<file path="src/rtl/viterbi_pkg.sv">
// Shared constants and types for the Viterbi survivor output stage.
//   NUM_COLS / NUM_ROWS : geometry of the survivor shift memory (8 columns x 4 rows)
//   SR_LEN              : survivor register length in bits
//   COL_* / ROW_*       : bit positions of the column and row fields inside best_state
//   state_t             : FSM encoding of survivor_bit_out
package viterbi_pkg;

  localparam int NUM_COLS = 8;
  localparam int NUM_ROWS = 4;
  localparam int SR_LEN   = 8;

  localparam int COL_W = $clog2(NUM_COLS);
  localparam int ROW_W = $clog2(NUM_ROWS);

  localparam int COL_LSB = 2;
  localparam int COL_MSB = 4;
  localparam int ROW_LSB = 0;
  localparam int ROW_MSB = 1;

  typedef enum logic [1:0] {
    IDLE     = 2'd0,
    WAIT_COL = 2'd1,
    FLUSH    = 2'd2
  } state_t;

endpackage

</file>
<file path="src/rtl/bit_fifo.sv">
// Small FIFO of 2-bit entries {last, bit}.
//   clk, rst (async active-low)
//   push, push_data : write request; ignored when full unless a pop happens in the same cycle
//   pop             : read request; ignored when empty
//   head            : entry at the head, read combinationally; 0 when empty
//   full, empty     : occupancy flags
module bit_fifo #(
  parameter int DEPTH = 8
) (
  input  logic       clk,
  input  logic       rst,
  input  logic       push,
  input  logic [1:0] push_data,
  input  logic       pop,
  output logic [1:0] head,
  output logic       full,
  output logic       empty
);

  localparam int AW = $clog2(DEPTH);

  logic [1:0]    mem [DEPTH];
  logic [AW-1:0] wr_ptr_reg;
  logic [AW-1:0] rd_ptr_reg;
  logic [AW:0]   count_reg;
  logic          do_push;
  logic          do_pop;

  assign empty   = (count_reg == '0);
  assign full    = (count_reg == (AW+1)'(DEPTH));
  assign do_pop  = pop & ~empty;
  // A pop in the same cycle frees the slot, so a push on full is still taken.
  assign do_push = push & (~full | do_pop);
  assign head    = empty ? 2'b00 : mem[rd_ptr_reg];

  always_ff @(posedge clk) begin
    if (do_push) mem[wr_ptr_reg] <= push_data;
  end

  // Pointers wrap naturally because DEPTH is a power of two.
  always_ff @(posedge clk or negedge rst) begin
    if (!rst) begin
      wr_ptr_reg <= '0;
      rd_ptr_reg <= '0;
      count_reg  <= '0;
    end else begin
      if (do_push) wr_ptr_reg <= wr_ptr_reg + 1'b1;
      if (do_pop)  rd_ptr_reg <= rd_ptr_reg + 1'b1;
      case ({do_push, do_pop})
        2'b10:   count_reg <= count_reg + 1'b1;
        2'b01:   count_reg <= count_reg - 1'b1;
        default: count_reg <= count_reg;
      endcase
    end
  end

endmodule

</file>
<file path="src/rtl/survivor_bit_out.sv">
// Output stage of the survivor shift memory. Tracks which column the memory is
// presenting, captures the survivor register of the requested best state and
// emits either its oldest bit or, at frame end, all tail bits oldest-first.
//   clk, rst (async active-low)
//   data_in     : current column word, byte r = survivor register of row r, bit 7 oldest
//   best_valid  : request strobe; best_state = {column[2:0], row[1:0]}; frame_end = flush
//   out_valid / out_bit / out_last / out_ready : output FIFO handshake
//   busy        : a request is in progress
//   overflow    : sticky, a normal-mode bit was dropped on a full FIFO
//   req_drop    : sticky, a request arrived while busy
module survivor_bit_out #(
  parameter int FIFO_DEPTH = 8,
  parameter int SR_LEN     = 8
) (
  input  logic        clk,
  input  logic        rst,
  input  logic [31:0] data_in,
  input  logic        best_valid,
  input  logic [4:0]  best_state,
  input  logic        frame_end,
  output logic        out_valid,
  output logic        out_bit,
  output logic        out_last,
  input  logic        out_ready,
  output logic        busy,
  output logic        overflow,
  output logic        req_drop
);

  import viterbi_pkg::*;

  localparam int IDX_W = $clog2(SR_LEN);

  state_t             state_reg, state_next;
  logic [COL_W-1:0]   col_cnt_reg;
  logic [COL_W-1:0]   lat_col_reg, lat_col_next;
  logic [ROW_W-1:0]   lat_row_reg, lat_row_next;
  logic               lat_flush_reg, lat_flush_next;
  logic [SR_LEN-1:0]  hold_reg, hold_next;
  logic [IDX_W-1:0]   idx_reg, idx_next;
  logic               overflow_reg, req_drop_reg;

  logic [SR_LEN-1:0]  row_bytes [NUM_ROWS];
  logic [SR_LEN-1:0]  sel_byte;
  logic               cap_en, cap_flush;
  logic [ROW_W-1:0]   cap_row;
  logic               fifo_push, fifo_full, fifo_empty, fifo_accept;
  logic [1:0]         fifo_push_data, fifo_head;
  logic               ovf_set, drop_set;

  for (genvar gi = 0; gi < NUM_ROWS; gi++) begin : g_rows
    assign row_bytes[gi] = data_in[gi*SR_LEN +: SR_LEN];
  end

  assign sel_byte    = row_bytes[cap_row];
  assign fifo_accept = ~fifo_full | out_ready;

  always_comb begin
    state_next     = state_reg;
    lat_col_next   = lat_col_reg;
    lat_row_next   = lat_row_reg;
    lat_flush_next = lat_flush_reg;
    hold_next      = hold_reg;
    idx_next       = idx_reg;
    cap_en         = 1'b0;
    cap_row        = lat_row_reg;
    cap_flush      = lat_flush_reg;
    fifo_push      = 1'b0;
    fifo_push_data = 2'b00;
    ovf_set        = 1'b0;
    drop_set       = 1'b0;

    case (state_reg)
      IDLE: begin
        if (best_valid) begin
          lat_col_next   = best_state[COL_MSB:COL_LSB];
          lat_row_next   = best_state[ROW_MSB:ROW_LSB];
          lat_flush_next = frame_end;
          // Column already on the bus: capture with zero latency.
          if (best_state[COL_MSB:COL_LSB] == col_cnt_reg) begin
            cap_en    = 1'b1;
            cap_row   = best_state[ROW_MSB:ROW_LSB];
            cap_flush = frame_end;
          end else begin
            state_next = WAIT_COL;
          end
        end
      end
      WAIT_COL: begin
        drop_set = best_valid;
        if (col_cnt_reg == lat_col_reg) begin
          cap_en     = 1'b1;
          state_next = IDLE;
        end
      end
      FLUSH: begin
        drop_set = best_valid;
        // Stall with idx held while the FIFO cannot take the bit.
        if (fifo_accept) begin
          fifo_push      = 1'b1;
          fifo_push_data = {(idx_reg == '0), hold_reg[idx_reg]};
          if (idx_reg == '0) state_next = IDLE;
          else               idx_next   = idx_reg - 1'b1;
        end
      end
      default: state_next = IDLE;
    endcase

    if (cap_en) begin
      if (cap_flush) begin
        hold_next  = sel_byte;
        idx_next   = IDX_W'(SR_LEN - 1);
        state_next = FLUSH;
      end else begin
        fifo_push      = 1'b1;
        fifo_push_data = {1'b0, sel_byte[SR_LEN-1]};
        ovf_set        = ~fifo_accept;
      end
    end
  end

  always_ff @(posedge clk or negedge rst) begin
    if (!rst) begin
      state_reg     <= IDLE;
      col_cnt_reg   <= '0;
      lat_col_reg   <= '0;
      lat_row_reg   <= '0;
      lat_flush_reg <= 1'b0;
      hold_reg      <= '0;
      idx_reg       <= '0;
      overflow_reg  <= 1'b0;
      req_drop_reg  <= 1'b0;
    end else begin
      state_reg     <= state_next;
      col_cnt_reg   <= col_cnt_reg + 1'b1;
      lat_col_reg   <= lat_col_next;
      lat_row_reg   <= lat_row_next;
      lat_flush_reg <= lat_flush_next;
      hold_reg      <= hold_next;
      idx_reg       <= idx_next;
      overflow_reg  <= overflow_reg | ovf_set;
      req_drop_reg  <= req_drop_reg | drop_set;
    end
  end

  bit_fifo #(.DEPTH(FIFO_DEPTH)) u_fifo (
    .clk       (clk),
    .rst       (rst),
    .push      (fifo_push),
    .push_data (fifo_push_data),
    .pop       (out_ready),
    .head      (fifo_head),
    .full      (fifo_full),
    .empty     (fifo_empty)
  );

  assign out_valid = ~fifo_empty;
  assign out_bit   = fifo_head[0];
  assign out_last  = fifo_head[1];
  assign busy      = (state_reg != IDLE);
  assign overflow  = overflow_reg;
  assign req_drop  = req_drop_reg;

endmodule

</file>
<file path="config.mk">
export PLATFORM = sky130hd
export DESIGN_NAME = survivor_bit_out
export DESIGN_NICKNAME = d
export VERILOG_FILES = /design/src/rtl/viterbi_pkg.sv /design/src/rtl/bit_fifo.sv /design/src/rtl/survivor_bit_out.sv
export SDC_FILE = /design/constraint.sdc
export NUM_CORES = 1
export LEC_CHECK = 0
export BUFFER_PORTS_ARGS = -buffer_cell sky130_fd_sc_hd__buf_2
export CORE_ASPECT_RATIO = 1.1
export CORE_MARGIN = 5
export CORE_UTILIZATION = 56
export CTS_CLUSTER_SIZE = 24
export DETAILED_ROUTE_END_ITERATION = 8
export GPL_TIMING_DRIVEN = 0
export PLACE_DENSITY_LB_ADDON = 0.3
export SYNTH_ARGS = -nofsm -noshare
export SYNTH_HDL_FRONTEND = slang
export SYNTH_HIERARCHICAL = 1
export SYNTH_SLANG_ARGS = --single-unit
</file>
<file path="constraint.sdc">
create_clock -name clk -period 4.8 [get_ports clk]
set_input_delay 0 -clock clk [delete_from_list [all_inputs] [get_ports clk]]
set_output_delay 0 -clock clk [all_outputs]
set_load 0.02 [all_outputs]
</file>
==> flow_metrics.tcl <==
set metrics [dict create \
    maxSlewViolCount 0 \
    synth-seq-cells 50 \
    grt_pass1_vias 2020 \
    tritoncts "built" \
    cp-end-kind "flop" \
    clk_path_buf_depth 2 \
    vias 1955 \
    netlist.area_leader.share_pct 29.58 \
    synth_area_leaders "dfrtp_1 30%, edfxtp_1 17%, mux4_2 5.5%" \
    globalplace.congestion 0.7714 \
    rsz0062_at_grt "false" \
    setup_viol 0 \
    drive_gt1_share_pct 29.77 \
    setup_slack_ps 891.2 \
    grt_overflow 0 \
    num-nets-final 352 \
    fin_setup_tns_ps 0 \
    antenna_found_initial 0 \
    root_buffer "clkbuf_8" \
    drt_iter0_markers 44 \
    startpoint_type "flop" \
    maxCapViolations 0 \
    worstSetupPathType "flop to flop" \
    n_antenna_cell 0 \
    synth_top_flop_cell "dfrtp_1" \
    ctsHoldBuffers 7 \
    wl_mm 5.146 \
    maxSlewHeadroom_pct 47.73 \
    post_cts_buffers 0 \
    min_period_ps 3909 \
    synth.most_common_cell "dfrtp_1" \
    hp-class "primary input to flop" \
    hold_violations 0 \
    synth_nets 292 \
    post_layout_nonfiller_instances 357 \
    register_area_um2 1331 \
    ant_nets 0 \
    synthDistinctLibCells 50 \
    grt_max_degree 35 \
    die_h_um 85.17 \
    cts_made_buffers 5 \
    crit_fanout 10 \
    firstDrtPassIters 6 \
    port_buffers 46 \
    initial_utilization_pct 57.53 \
    worstPathRequired_ps 4980 \
    grt_first_pass_wirelength_mm 9.197 \
    status "completed" \
    ir_worst_vdd_v 0.0002886 \
    rows 27 \
    vias_per_cell 5.476 \
    grt_usage_pct 17.41 \
    cts.sinks 50 \
    powerDensity_nw_per_um2 539.4 \
    cts-resized-gates 0 \
    fin_skew_ps 6.016 \
    worst_pin_slew_ps 778.0 \
    whs_ps 23.35 \
    timing.fmax_ghz 0.2558 \
    synth_area_leader_cell "dfrtp_1" \
    leakage_nw 1.487 \
    drc_errors 0 \
    synth_cells 238 \
    synth_commonest_cells "34 x dfrtp_1, 22 x inv_1, 21 x nor2_1" \
    ys_seq_area_share_pct 46.28 \
    placedCellCount 342 \
    synth-edff-count 16 \
    n_fill_cell 391 \
    wl_per_cell_um 14.41 \
    syn_to_final_growth_pct 16.35 \
    die_w_um 78.34 \
    clk_pin_slew_ps 90 \
    die_area_um2 6671 \
    coreArea_um2 5000 \
    arrival_ps 4090 \
    ys_async_sr_fraction_pct 68.00 \
    synth_area_um2 2877 \
    place_ws_ps 895.8 \
    io_pins 48 \
    post-route-period-util_pct 81.43 \
    h-tree-depth 2 \
    insertion_delay_ps 300 \
    total_power_w 0.001805 \
    multiInputGateArea_um2 1419 \
    yosysWarnings 6 \
    largest_reg_flops 16 \
    syn_area_per_cell_um2 12.09 \
    hpwlAfterDp_mm 4.025 \
]
-- power breakdown --
group | internal, W | switching (W) | total (W) | leakage [nW]
logic | 0.000422 | 0.000430 | 0.000853 | 0.881
registers | 0.000584 | 0.000115 | 0.000699 | 0.556
clock network | 0.000108 | 0.000146 | 0.000254 | 0.0502
total | 0.00111 | 0.000691 | 0.00181 | 1.49
-- cell usage in the layout, fill, tap and decap left out, drive strengths merged, types with 10 or more instances in the layout --
cell and count:
a211oi 16, buf 51, dfrtp 34, edfxtp 16, ha 11, inv 23, mux2 11, mux2i 14
nand2 10, nor2 21, xnor2 11
-- stage by stage --
| step | util [%] | instance area (um2) |
|---|---|---|
| floorplan | - | 2877 |
| global placement | 63.59 | 3179 |
| detailed placement | 63.59 | 3179 |
| CTS | 66.94 | 3347 |
| global route | 66.94 | 3347 |
| finish | 66.94 | 3347 |
-- critical path, cell delays in order, from the launching register on --
cell and delay (ps):
dfrtp_1 400, inv_1 90, ha_1 250, and2_1 170, buf_4 170, and4_4 220, buf_4 170, or4b_1 480
o21ai_2 130, nand2b_1 330, inv_1 120, nand2b_1 130, inv_1 70, ha_1 270, a211oi_1 90, or3_1 400
o211ai_1 170, o221ai_1 120
-- layout make-up --
| class | count | area share [%] |
|---|---|---|
| multi-input combinational | 159 | 42.39 |
| sequential | 50 | 39.78 |
| timing repair buffer | 53 | 8.972 |
| inverter | 22 | 2.467 |
| tap | 58 | 2.168 |
| clock buffer | 5 | 2.056 |
| buffer | 7 | 1.308 |
| clock inverter | 3 | 0.8598 |
-- worst paths after layout --
path	slack, ps	startpoint	endpoint	depth (start not counted)
min	20	data_in[9]	hold_reg[1]	3
max	890	state_reg[0]	u_fifo/count_reg[3]	17
min in group asynchronous	300	rst	u_fifo/count_reg[1]	2
max in group asynchronous	4020	rst	col_cnt_reg[2]	2
min reg2reg	450	req_drop	req_drop	1
max reg2reg	890	state_reg[0]	u_fifo/count_reg[3]	17
-- cells by family (layout without fill, tap and decap cells) --
family / after synthesis / after routing / share of synthesized area, %
and+or+nand+nor: 56 / 56 / 9.570
DFF: 50 / 50 / 46.28
xor gates and xnor gates: 15 / 15 / 5.350
buffers and inverters: 29 / 90 / 4.393
adders and majority gates: 12 / 12 / 5.481
AOI/OAI and AO/OA: 44 / 44 / 13.44
muxes: 32 / 32 / 15.48
-- metal layers --
metal / vias to the layer above / part of all wire [%] / routed length [um] / global-route usage, %
met3: 4 / 4.9 / 253 / 4.034
li1: 993 / - / - / -
met2: 47 / 52 / 2679 / 30.53
met1: 911 / 42 / 2161 / 21.77
met5: - / 0 / 0 / 0
met4: 0 / 0.99 / 51 / 4.293
Power figures use the tool's default switching activity.
